## config.mk

```make
export PLATFORM = sky130hd
export DESIGN_NAME = trb_pkt_dispatch
export DESIGN_NICKNAME = d
export VERILOG_FILES = /design/src/rtl/trb_pkt_dispatch.sv
export SDC_FILE = /design/constraint.sdc
export NUM_CORES = 1
export LEC_CHECK = 0
export BUFFER_PORTS_ARGS = -buffer_cell sky130_fd_sc_hd__buf_2
export CAP_MARGIN = 25
export CORE_AREA = 2 2 427 429
export DETAILED_ROUTE_END_ITERATION = 8
export DIE_AREA = 0 0 429 431
export GPL_ROUTABILITY_DRIVEN = 0
export PLACE_DENSITY = 0.4
export SLEW_MARGIN = 20
export SYNTH_ARGS = -nofsm -noshare
export SYNTH_HDL_FRONTEND = slang
export SYNTH_SLANG_ARGS = --single-unit
```

## constraint.sdc

```tcl
create_clock -name clk_st -period 23.6 [get_ports clk_st]
set_input_delay 2.36 -clock clk_st [delete_from_list [all_inputs] [get_ports clk_st]]
set_output_delay 2.36 -clock clk_st [all_outputs]
set_load 0.03 [all_outputs]
```

## src/rtl/trb_pkt_dispatch.sv

```systemverilog
// Packet-granular round-robin dispatcher: locks one turbo lane per packet, skips lanes
// that are not ready at packet start and stalls in place on mid-packet backpressure.
module trb_pkt_dispatch #(
  parameter int BUS                   = 534,
  parameter int NUM_TURBO             = 2,
  parameter int NUM_BUS_PER_TURBO_PKT = 25
) (
  input  logic                 clk_st,
  input  logic                 rst,
  input  logic [BUS-1:0]       in_data,
  input  logic                 in_valid,
  output logic                 in_ready,
  input  logic [NUM_TURBO-1:0] lane_ready,
  output logic [NUM_TURBO-1:0] lane_en,
  output logic [BUS-1:0]       lane_data,
  output logic [3:0]           grant,
  output logic                 busy,
  output logic                 pkt_done
);

  typedef enum logic {IDLE, XFER} state_e;

  localparam logic [8:0] LAST_BEAT = 9'(NUM_BUS_PER_TURBO_PKT - 1);
  localparam logic [3:0] PTR_RESET = 4'(NUM_TURBO - 1);
  localparam logic [4:0] NUM_LANES = 5'(NUM_TURBO);

  state_e               state_q, state_d;
  logic [3:0]           rr_ptr_q, rr_ptr_d;
  logic [3:0]           grant_q, grant_d;
  logic [8:0]           beat_cnt_q, beat_cnt_d;
  logic                 pkt_done_q, pkt_done_d;
  logic [NUM_TURBO-1:0] lane_en_q, lane_en_d;
  logic [BUS-1:0]       lane_data_q, lane_data_d;

  logic [15:0]          ready_pad;
  logic                 grant_ready;
  logic                 acc;
  logic                 last_beat;
  logic                 found;
  logic [3:0]           winner;
  logic [4:0]           cand;

  // Padding to 16 lanes lets the 4-bit grant index any lane count without a range check.
  assign ready_pad   = 16'(lane_ready);
  assign grant_ready = ready_pad[grant_q];
  assign acc         = in_valid & in_ready;
  assign last_beat   = (beat_cnt_q == LAST_BEAT);

  // Search starts one past the last completed lane; rr_ptr < NUM_TURBO so one wrap suffices.
  always_comb begin
    found  = 1'b0;
    winner = 4'd0;
    cand   = 5'd0;
    for (int i = 1; i <= NUM_TURBO; i++) begin
      cand = 5'(rr_ptr_q) + 5'(i);
      if (cand >= NUM_LANES) begin
        cand = cand - NUM_LANES;
      end
      if (!found && ready_pad[cand[3:0]]) begin
        found  = 1'b1;
        winner = cand[3:0];
      end
    end
  end

  always_ff @(posedge clk_st or posedge rst) begin
    if (rst) begin
      state_q    <= IDLE;
      rr_ptr_q   <= PTR_RESET;
      grant_q    <= 4'd0;
      beat_cnt_q <= 9'd0;
      pkt_done_q <= 1'b0;
    end else begin
      state_q    <= state_d;
      rr_ptr_q   <= rr_ptr_d;
      grant_q    <= grant_d;
      beat_cnt_q <= beat_cnt_d;
      pkt_done_q <= pkt_done_d;
    end
  end

  always_comb begin
    state_d    = state_q;
    rr_ptr_d   = rr_ptr_q;
    grant_d    = grant_q;
    beat_cnt_d = beat_cnt_q;
    pkt_done_d = 1'b0;
    case (state_q)
      IDLE: begin
        if (found) begin
          grant_d    = winner;
          beat_cnt_d = 9'd0;
          state_d    = XFER;
        end
      end
      XFER: begin
        if (acc) begin
          if (last_beat) begin
            beat_cnt_d = 9'd0;
            rr_ptr_d   = grant_q;
            pkt_done_d = 1'b1;
            state_d    = IDLE;
          end else begin
            beat_cnt_d = beat_cnt_q + 9'd1;
          end
        end
      end
      default: state_d = IDLE;
    endcase
  end

  // A stalled lane only blocks acceptance; the lock itself never moves mid-packet.
  always_comb begin
    busy     = (state_q == XFER);
    in_ready = (state_q == XFER) & grant_ready;
  end

  always_comb begin
    lane_en_d   = '0;
    lane_data_d = lane_data_q;
    if (acc) begin
      lane_en_d   = NUM_TURBO'(16'd1 << grant_q);
      lane_data_d = in_data;
    end
  end

  always_ff @(posedge clk_st or posedge rst) begin
    if (rst) begin
      lane_en_q   <= '0;
      lane_data_q <= '0;
    end else begin
      lane_en_q   <= lane_en_d;
      lane_data_q <= lane_data_d;
    end
  end

  assign lane_en   = lane_en_q;
  assign lane_data = lane_data_q;
  assign grant     = grant_q;
  assign pkt_done  = pkt_done_q;

endmodule

```

Word-level counts from Yosys, hierarchy flattened
Cells that the tools add are included.

Add/sub/neg operators: 5. Order comparisons: 5. Equal/unequal tests: 3. Shift-type cells: 1. Mux-type cells: 24. Bitwise operators: 3. Reduce and logical (&&, ||, !) cells: 5.

Operator list (number): 2-to-1 mux 9 bit (3); one-hot mux 9 bit (2 select lines) (1); 2-to-1 mux 4 bit (4); less-than comparator 4 x 5 -> 1 bit, second input constant (3); binary-select mux 1 bit (select 4 bit) (3); 2-to-1 mux 1 bit (11); >= comparator 5 x 2 -> 1 bit, second input constant (2); adder 9 x 1 -> 9 bit, second input constant (1); == test 9 x 5 -> 1 bit, second input constant (1); subtractor 4 x 2 -> 4 bit, second input constant (2); adder 4 x 1 -> 5 bit, second input constant (1); adder 4 x 2 -> 5 bit, second input constant (1); AND reduction 2 bit (2); << shifter 1 x 4 -> 2 bit, first input constant (1); AND reduction 3 bit (1); AND 1 bit (2); 2-to-1 mux 2 bit (1); != test 2 x 1 -> 1 bit, second input constant (1); != test 2 bit, second input constant (1); one-hot mux 1 bit (2 select lines) (1); logical AND 1 bit (1); zero test 1 bit (1); inverter 1 bit (1).

Register bits after elaboration: 555. Bits of input ports: 539. Output and inout bits: 543. Word-level logic and storage cells: 53.

Depth between registers and ports, before layout
Gate-level depths: netlist of run 1.

Word-level depth: 11. Gate-level depth with buffers: 10.

Worst setup path before layout of run 1
No wires, ideal clock.

Kind: input-to-output. Start point: in lane_ready[1]. End point: out in_ready. Arrival: 2886 ps. Data required time: 21240 ps. Slack: 18354 ps. Cell stages on the path: 2. Path through: mux2_2 and2_1.

Cells in the longest elaborated chain, start to end: 3.

Ends and longest elaborated chain: start: declaration (RTL line 13) `input logic [NUM_TURBO-1:0] lane_ready,`; binary-select mux 1 bit (select 4 bit) (RTL line 45) `assign grant_ready = ready_pad[grant_q];`; 2-to-1 mux 1 bit (implied by the code) (RTL line 45); AND 1 bit (RTL line 115) `in_ready = (state_q == XFER) & grant_ready;`; end: declaration (RTL line 12) `output logic in_ready,`.

No other way between the ends. The select of a mux whose other input is x is not followed.

Worst setup path after layout of run 1
Start point: in lane_ready[0]. End point: out in_ready.

The elaborated chain is that of the path after synthesis.

==> results of run 1 <==
==> logic make-up after synthesis <==
group | synth area share
buf+inv | 0.0279
simple gates | 0.300
xor+xnor | 0.000414
fa+ha+maj | 0.00414
flops | 0.656
compound gates | 0.00880
mux | 0.00242
==> per-layer routing <==
metal,vias up,track usage,wire [um]
met2,705,0.197,55600
met1,9489,0.143,45600
met4,10,0.0507,3900
li1,9391,-,-
met3,235,0.0469,10100
met5,-,0,66
==> registers in the layout (all words and copies together) (netlist names) <==
register    flops
rr_ptr_q        4
lane_en         2
beat_cnt_q      9
busy            1
grant           4
lane_data     534
pkt_done        1
==> worst reg2reg max path: stages (launching register included) <==
cell     delay [ns]
dfrtp_1        0.64
nor4b_4        0.45
and3_4         0.84
buf_4          0.73
buf_4          0.77
buf_6          0.80
nand2_1        0.27
nand2_1        0.08
==> area by class of cell <==
| class | count | area (sq um) | share of cell area |
|---|---|---|---|
| Sequential cell | 555 | 13900 | 0.437 |
| Multi-Input combinational cell | 1697 | 6710 | 0.211 |
| Timing Repair Buffer | 1102 | 5610 | 0.176 |
| Tap cell | 2370 | 2970 | 0.0932 |
| Clock buffer | 111 | 2240 | 0.0703 |
| Clock inverter | 26 | 314 | 0.00987 |
| Antenna cell | 20 | 50.0 | 0.00157 |
| Inverter | 10 | 45.0 | 0.00142 |
==> metrics by stage <==
step	hold WS, ns	utilization	power, mW	instances	worst slack [ns]
floorplan	0.442	-	1.52	2384	5.72
global placement	0.452	0.162	1.79	5733	17.11
detailed placement	0.456	0.162	1.80	5733	17.32
CTS	0.470	0.176	3.03	5870	17.89
global route	0.484	0.177	3.12	5886	17.83
finish	0.466	0.177	2.97	5891	17.95
==> path summary, 6_finish.rpt <==
kind,startpoint,to,slack [ns],cells past startpoint
worst min-delay path,lane_data[425],lane_data[425],0.47,2
worst max register to register,busy,lane_data[280],18.96,7
worst max-delay path,lane_ready[0],in_ready,17.95,4
worst min register to register,lane_data[425],lane_data[425],0.47,2
max in group asynchronous,rst,lane_data[186],19.06,6
min in group asynchronous,rst,lane_data[53],1.81,2
==> power groups by stage <==
stage | clock [mW] | combinational (mW) | sequential, mW
2_1_floorplan | 0 | 0.141 | 1.38
3_3_place_gp | 0 | 0.647 | 1.15
4_1_cts | 1.25 | 0.648 | 1.13
3_5_place_dp | 0 | 0.647 | 1.15
5_1_grt | 1.28 | 0.688 | 1.15
6_report | 1.20 | 0.636 | 1.13
==> layout by cell type, fill, tap and decap left out, drive strengths merged, types with 5 or more instances in the layout <==
cell,instances
buf,1102
bufinv,5
clkbuf,111
clkinv,12
dfrtp,554
diode,20
ha,7
inv,15
nand2,1616
nand3,7
nor2,10
nor2b,6
o21ai,6
==> out/qor.txt, run 1 <==
Number of I/O port buffers = 1081
Setup TNS = 0 ns
Vias in the first global route = 19800
Avg Cell Area, Syn = 8.88 sq um
Final setup violation count = 0
Hpwl dp = 90800 um
Per-cell routed wire length = 19.6 um
Hold buffers post-CTS = 0
Most frequent CP cell = buf_2
Die Y = 431 um
Die footprint = 0.185 sq mm
Nets = 3988
Placed Area = 0.0292 sq mm
Post-synth EDFFs = 0
Syn Std Cell Area = 0.0212 sq mm
Top cell type's share of synthesized area = 0.655
Largest net degree at the start of global routing = 170
Vias = 19800
Initial DRC Count = 1392
Final period utilization = 0.240
Clock root buffer = clkbuf_16
Clock Path Buffers = 3
Asr flop ratio synth = 1.00
Worst-Margin Slew = 1.03 ns
Sw Share = 0.343
Cell area power density = 93.2 mW/mm^2
Initial Util = 0.118
Top-count cell post-synth = nand2_1
FF+latch count, synth = 555
Synth Flop Type = dfrtp_1
Crit-path leading delay family = buffers and inverters
Post-route ant nets = 0
Worst Skew = 0.0405 ns
Drt first pass iters = 5
Max Cap Viol = 0
Crit-path max FO = 3
Worst path cell trace = buf_2, mux2_2, and2_1, buf_2
Worst EP required = 21.24 ns
Ports = 1082
CTS buffer count = 76
Fin. max-slew vios = 0
Clock group share of total power = 0.403
Post-synth cell types = 45
CP Capture Type = output pin
Sequential fraction of the synthesis area = 0.656
Synth Net Count = 2930
DRC viols = 0
Peak Freq = 177 MHz
Critical path type = primary input to output pin
Psw = 1.02 mW
Flop pwr share = 0.382
Int Pwr = 1.95 mW
Clk_lat worst skew = 0.70 ns
Status = finished clean
Startpoint type of the worst setup path = primary input
Die Width = 429 um
Grt ovf = 0
Initial antenna violation count = 77
Cts repair resizes = 0
CP Data Arrival Time = 3.29 ns
Clk sinks = 555
Peak VDD IR = 0.0000455 V
Yosys top cell by area = dfrtp_1
Fin crit period = 5.65 ns
Slowest stage delay, CP = 0.33 ns
Worst hold path class = flop to flop
Post-CTS setup buffers = 0
Synth area leaders = dfrtp_1 (65%), nand2_1 (29%), buf_2 (1.6%)
Clock Pin Slew Worst Setup and Hold Paths = 0.05 ns
Slowest stage cell, crit path = mux2_2
Vias/cell = 3.37
Yosys warns = 0
All-layer global routing usage = 0.122
Comb power frac = 0.214
Synthesized instance count = 2384
CTS tree = built
Post-Route WL = 115000 um
P_leak = 17.7 nW
Area delta synth->final = 50.2%
RSZ-0062 raised after global routing = false
Synth cell count leaders = nand2_1 (1616), dfrtp_1 (554), buf_2 (67)
Num rows = 156
Worst Path Buf+Inv = 2
Layout cells sized above 1 = 0.352
Fillers = 20500
Global-route wire length before repair = 159000 um
H-tree level count = 3
Final Hold Fails = 0
Slew margin rel. = 0.313
Post-route cell area = 0.0318 sq mm
Core ar. = 0.180 sq mm
(Power assumes the default switching activity.)
==> run 2, diff against run 1 <==
Clock period 23.6 ns to 5.5 ns, I/O delays scaled along.
==> run 2 against run 1 <==
- count of clock-buffer cells in the layout shrank 4
- clock skew shrank 0.015 ns
- die area is the same
- total power grew to 4.3 times the previous value
- critical path depth shrank 1
- utilization grew 2.0 points
- worst hold slack lost 0.39 ns
- wire length grew 2.7%
- critical path type is now flop to output pin
- critical endpoint unchanged
- largest cell class unchanged
- highest routed layer unchanged
==> out/qor.txt, run 2 (synthesis results as in run 1) <==
Num rows = 156 (unchanged)
Core ar. = 0.180 sq mm (unchanged)
Clk_lat worst skew = 0.71 ns (was 0.70 ns)
Final Hold Fails = 0 (unchanged)
Status = finished clean (unchanged)
Clock Pin Slew Worst Setup and Hold Paths = 0.05 ns (about the same)
Hpwl dp = 91600 um (was 90800 um)
Most common cell after layout, fill and taps aside = nand2_1 (unchanged)
RSZ-0062 raised after global routing = false (unchanged)
Critical path type = flop to output pin (was primary input to output pin)
CP Launch Point = busy (was lane_ready[0])
Final period utilization = 0.510
Layout cells sized above 1 = 0.321 (was 0.352)
Vias in the first global route = 21900 (was 19800)
Worst path cell trace = nor4b_4, and2_1, buf_2 (was buf_2, mux2_2, and2_1, buf_2)
Final setup violation count = 0 (unchanged)
Crit-path max FO = 11 (was 3)
Reg2Reg Setup Slack = 2.71 ns (was 18.96 ns)
Setup WS post-layout = 2.69 ns (was 17.95 ns)
Clock root buffer = clkbuf_16 (unchanged)
Drt first pass iters = 5 (unchanged)
Non-filler cells, final = 6249 (was 5891)
Peak Freq = 356 MHz
Max Cap Viol = 0 (unchanged)
Post-Route WL = 118000 um (was 115000 um)
Initial DRC Count = 1420 (was 1392)
Grt ovf = 0 (unchanged)
Worst EP required = 4.95 ns (was 21.24 ns)
Fin crit period = 2.81 ns
Cts repair resizes = 0 (unchanged)
Slowest stage cell, crit path = dfrtp_1 (was mux2_2)
Crit-path leading delay family = simple AND/OR/NAND/NOR gates (was buffers and inverters)
Nets = 4350 (was 3988)
DRC viols = 0 (unchanged)
Most frequent cells in the layout = nand2_1 (1616), buf_2 (1081), dfrtp_1 (554) (unchanged)
Slew margin rel. = 0.147 (was 0.313)
Largest register FFs = 534 (unchanged)
Worst hold path class = primary input to flop (was flop to flop)
CTS buffer count = 75 (was 76)
CTS tree = built (unchanged)
Initial Util = 0.118 (unchanged)
R2r startpoint = busy (unchanged)
Peak VDD IR = 0.000176 V (was 0.0000455 V)
Die footprint = 0.185 sq mm (unchanged)
Pre-CTS setup slack = 2.69 ns (was 17.32 ns)
H-tree level count = 3 (unchanged)
Crit path depth = 3 (was 4)
P_leak = 19.2 nW (was 17.7 nW)
Ports = 1082 (unchanged)
Die Y = 431 um (unchanged)
Slowest stage delay, CP = 0.58 ns (was 0.33 ns)
All-layer global routing usage = 0.124 (was 0.122)
Per-cell routed wire length = 18.9 um (was 19.6 um)
Post-route ant nets = 0 (unchanged)
Clk sinks = 555 (unchanged)
Worst setup path endpoint = in_ready (unchanged)
CP Capture Type = output pin (unchanged)
R2r worst-path depth = 5 (was 7)
Vias = 21300 (was 19800)
Die Width = 429 um (unchanged)
Largest net degree at the start of global routing = 175 (was 170)
Cell area power density = 363 mW/mm^2 (was 93.2 mW/mm^2)
Area delta synth->final = 67.1% (was 50.2%)
Number of I/O port buffers = 1081 (unchanged)
Worst-Margin Slew = 1.28 ns (was 1.03 ns)
Startpoint type of the worst setup path = flop (was primary input)
Setup TNS = 0 ns (unchanged)
Worst Skew = 0.0254 ns (was 0.0405 ns)
CP Data Arrival Time = 2.26 ns (was 3.29 ns)
Reg-to-reg endpoint = lane_data[292] (was lane_data[280])
Clock Path Buffers = 3 (unchanged)
Placed insts = 5743 (was 5733)
Hold slack = 0.0759 ns (was 0.466 ns)
Global-route wire length before repair = 164000 um (was 159000 um)
Vias/cell = 3.42 (was 3.37)
Fin. max-slew vios = 0 (unchanged)
Worst Path Buf+Inv = 1 (was 2)
Initial antenna violation count = 51 (was 77)
-- run 2: cell count changes in the layout (fill, tap and decap cells not counted), sizes merged --
cell         change
clkbuf           -4
clkinvlp         -2
buf              +9
clkinv           +4
diode            -1
dlygate4sd3    +354
bufinv           -2
-- run 2: power breakdown --
part	leakage, nW	internal [mW]	switching, mW	total, mW
Sequential	6.84	4.59	0.311	4.90
Combinational	11.1	0.885	2.09	2.97
Clock	1.21	2.89	2.08	4.97
Total	19.2	8.36	4.48	12.8
-- run 2: stage by stage --
| step | cell area (sq um) | total power, mW | utilization |
|---|---|---|---|
| after CTS | 35300 | 13.1 | 0.196 |
| after detailed placement | 29300 | 7.77 | 0.163 |
| after global placement | 29300 | 7.76 | 0.163 |
| after global routing | 35400 | 13.5 | 0.196 |
| final | 35400 | 12.8 | 0.196 |
| after floorplan | 21200 | 6.53 | - |
-- run 2: area by class of cell --
type / count / area (sq um)
diodes: 19 / 47.5
clock buffers: 107 / 2150
clock inverters: 26 / 312
fillers: 20300 / 145000
inverters: 10 / 41.3
multi-input cells: 1697 / 6710
flip-flops and latches: 555 / 13900
well taps: 2370 / 2970
repair buffers: 1465 / 9280
-- run 2: what timing repair did --
item,4_1_cts,5_1_grt
endpoints found under the hold margin,354,0
endpoints found under the setup margin,0,0
setup buffers,0,0
hold buffers,354,0
-- run 2: worst min path at each step --
stage / from / to / cells after the start
5_1_grt: in_data[14] / lane_data[14] / 3
4_1_cts: in_data[14] / lane_data[14] / 3
3_5_place_dp: lane_data[298] / lane_data[298] / 2
2_1_floorplan: beat_cnt_q[8] / beat_cnt_q[8] / 1
6_report: in_data[46] / lane_data[46] / 3
3_3_place_gp: lane_data[242] / lane_data[242] / 2
-- run 2: worst reg2reg max path, cell delays in order (launching register included) --
cell and delay (ns):
dfrtp_1 0.58, nor4b_4 0.37, nand3_4 0.49, buf_12 0.41, nand2_1 0.75, nand2_1 0.07
-- run 2: layer usage --
layer | part of all wire | GRT usage
met1 | 0.39 | 0.142
met2 | 0.48 | 0.200
met3 | 0.10 | 0.0549
met4 | 0.033 | 0.0530
met5 | 0.00019 | 0
==> run 3, diff against run 2 <==
Settings changed: ABC_AREA set to 1, CORE_AREA 2 2 427 429 to 2 2 422 424, DIE_AREA 0 0 429 431 to 0 0 424 426, PLACE_DENSITY 0.4 to 0.41.
Clock period 5.5 ns to 2.6 ns, I/O delays scaled along.
==> run 3 against run 2 <==
- clock skew is 0.012 ns lower
- total power is 61% higher
- clock power up 110%
- die area shrank 2.3%
- area after synthesis increased by 3.8%
- setup slack got worse by 2.6 ns
- utilization up 2.3 points
- synthesized cell count is 3.9% higher
- wire length fell by 3.6%
- non-clock buffer count rose by 257
==> out/qor.txt, run 3 <==
Cell area power density = 536 mW/mm^2 (was 363 mW/mm^2)
Clock root buffer = clkbuf_16 (unchanged)
Per-cell routed wire length = 17.6 um (was 18.9 um)
Nets = 4640 (was 4350)
Num rows = 154 (was 156)
Area delta synth->final = 75.6% (was 67.1%)
Initial antenna violation count = 16 (was 51)
Yosys warns = 0 (unchanged)
Largest register FFs = 534 (unchanged)
Number of I/O port buffers = 1081 (unchanged)
Largest net degree at the start of global routing = 119 (was 175)
CP Data Arrival Time = 3.06 ns (was 2.26 ns)
Most frequent cells in the layout = nand2_1 (1115), buf_2 (1080), dlygate4sd3_1 (560) (was nand2_1 (1616), buf_2 (1081), dfrtp_1 (554))
Max Cap Viol = 0 (unchanged)
Ports = 1082 (unchanged)
Grt ovf = 0 (unchanged)
Clock Pin Slew Worst Setup and Hold Paths = 0.06 ns (was 0.05 ns)
Sequential fraction of the synthesis area = 0.632 (was 0.656)
RSZ-0062 raised after global routing = false (unchanged)
Synth Flop Type = dfrtp_1 (unchanged)
Fin crit period = 2.46 ns
Clk sinks = 555 (unchanged)
Clock Path Buffers = 3 (unchanged)
Worst EP required = 3.21 ns (was 4.95 ns)
Most common cell after layout, fill and taps aside = nand2_1 (unchanged)
Critical path type = flop to flop (was flop to output pin)
Top cell type's share of synthesized area = 0.630 (was 0.655)
Vias/cell = 3.62 (was 3.42)
Slowest stage delay, CP = 0.59 ns (was 0.58 ns)
Fillers = 19600 (was 20300)
CP Capture Type = flop (was output pin)
Initial Util = 0.125 (was 0.118)
Layout cells sized above 1 = 0.310 (was 0.321)
Fin. max-slew vios = 0 (unchanged)
FF+latch count, synth = 555 (unchanged)
Peak Freq = 407 MHz
Status = finished clean (unchanged)
Startpoint type of the worst setup path = flop (unchanged)
Die Y = 426 um (was 431 um)
Syn Std Cell Area = 0.0220 sq mm (was 0.0212 sq mm)
Synth area leaders = dfrtp_1 (63%), nand2_1 (19%), nand3_1 (13%) (was dfrtp_1 (65%), nand2_1 (29%), buf_2 (1.6%))
Global-route wire length before repair = 164000 um (about the same)
Worst path cell trace = o21ai_1, a211oi_4, buf_12, buf_6, nand3_1, dlygate4sd3_1, nand2_1 (was nor4b_4, and2_1, buf_2)
CTS buffer count = 74 (was 75)
CTS tree = built (unchanged)
Post-route cell area = 0.0386 sq mm (was 0.0354 sq mm)
Clk_lat worst skew = 0.67 ns (was 0.71 ns)
Hpwl dp = 84400 um (was 91600 um)
Post-layout util = 0.220 (was 0.196)
Peak VDD IR = 0.000438 V (was 0.000176 V)
Worst hold path class = primary input to flop (unchanged)
Post-Route WL = 114000 um (was 118000 um)
Final setup violation count = 0 (unchanged)
Vias = 23500 (was 21300)
Crit-path max FO = 51 (was 11)
Yosys top cell by area = dfrtp_1 (unchanged)
All-layer global routing usage = 0.120 (was 0.124)
Synthesized instance count = 2476 (was 2384)
Post-synth cell types = 23 (was 45)
Final period utilization = 0.946
Avg Cell Area, Syn = 8.88 sq um (about the same)
Die footprint = 0.181 sq mm (was 0.185 sq mm)
Placed Area = 0.0305 sq mm (was 0.0293 sq mm)
Top-count cell post-synth = nand2_1 (unchanged)
Synth cell count leaders = nand2_1 (1116), dfrtp_1 (554), nand3_1 (551) (was nand2_1 (1616), dfrtp_1 (554), buf_2 (67))
Worst Skew = 0.0130 ns (was 0.0254 ns)
P_leak = 21.7 nW (was 19.2 nW)
H-tree level count = 3 (unchanged)
Slowest stage cell, crit path = dlygate4sd3_1 (was dfrtp_1)
Drt first pass iters = 6 (was 5)
Final Hold Fails = 0 (unchanged)
Worst-Margin Slew = 0.696 ns (was 1.28 ns)
Asr flop ratio synth = 1.00 (unchanged)
Post-synth EDFFs = 0 (unchanged)
Slew margin rel. = 0.536 (was 0.147)
Die Width = 424 um (was 429 um)
Post-route ant nets = 0 (unchanged)
DRC viols = 0 (unchanged)
Synth Net Count = 3022 (was 2930)
Core ar. = 0.176 sq mm (was 0.180 sq mm)
Vias in the first global route = 24200 (was 21900)
Initial DRC Count = 1621 (was 1420)
[run 3: final cells by class]
cell class | count | area, sq um | share of cell area
Timing Repair Buffer | 1722 | 12000 | 0.310
Inverter | 23 | 90.1 | 0.00233
Sequential cell | 555 | 13900 | 0.360
Tap cell | 2340 | 2930 | 0.0758
Multi-Input combinational cell | 1718 | 7280 | 0.189
Clock buffer | 103 | 2170 | 0.0563
Clock inverter | 26 | 273 | 0.00707
Antenna cell | 7 | 17.5 | 0.000454
[run 3: worst max-delay path: cells and delay by family, from the launching register on]
kind	cells	cell delay (ns)
flip-flops	1	0.45
buffers and inverters	3	1.12
AND/OR/NAND/NOR	2	0.16
AO/OA/AOI/OAI	2	0.50
[run 3: worst paths after layout]
kind                       slack [ns]      startpoint  cells after the start              to
min                              0.15        in_valid                      4  lane_data[202]
max                              0.14            busy                      7  lane_data[299]
max reg2reg                      0.14            busy                      7  lane_data[299]
min in group asynchronous        0.22             rst                      3  lane_data[451]
max in group asynchronous        1.35             rst                      4   lane_data[42]
min reg2reg                      0.46  lane_data[187]                      2  lane_data[187]
[run 3: repair_timing]
| action | in CTS | in global routing |
|---|---|---|
| hold buffers | 560 | 0 |
| pin swaps | 0 | 1 |
| endpoints found under the setup margin | 1 | 20 |
| resized for setup | 0 | 1 |
| endpoints found under the hold margin | 591 | 0 |
| gates cloned | 0 | 1 |
| setup buffers | 0 | 1 |
[run 3: kinds of logic (layout without fill, tap and decap cells)]
| group | count (synthesis) | count (layout) | synth area share |
|---|---|---|---|
| flops | 555 | 555 | 0.632 |
| xor+xnor | 4 | 4 | 0.00159 |
| buf+inv | 203 | 1874 | 0.0380 |
| compound gates | 9 | 9 | 0.00262 |
| other cells | 0 | 7 | 0 |
| simple gates | 1698 | 1698 | 0.322 |
| fa+ha+maj | 7 | 7 | 0.00398 |
[run 3: stage by stage]
stage	instances	setup WS (ns)	hold WS (ns)	power (mW)	setup TNS (ns)
final	6494	0.141	0.154	20.7	0
after global routing	6492	0.0143	0.100	21.6	0
after CTS	6485	0.0584	0.0602	21.1	0
after detailed placement	5797	0.273	0.328	9.70	0
after global placement	5797	0.306	0.336	9.70	0
after floorplan	2476	-5.21	0.405	9.05	-2891.08
[run 3: metal layers]
layer  vias up  global-route usage  share of wire
met5         -                   0        0.00029
met3       179              0.0313          0.060
met4         4              0.0359          0.026
met2       742               0.205           0.50
li1      11200                   -              -
met1     11400               0.148           0.41
[run 3: power breakdown]
part	leakage (nW)	total [mW]	switching [mW]	internal [mW]
Sequential	7.72	8.64	0	8.64
Combinational	12.8	1.59	0.712	0.873
Clock	1.22	10.5	4.31	6.15
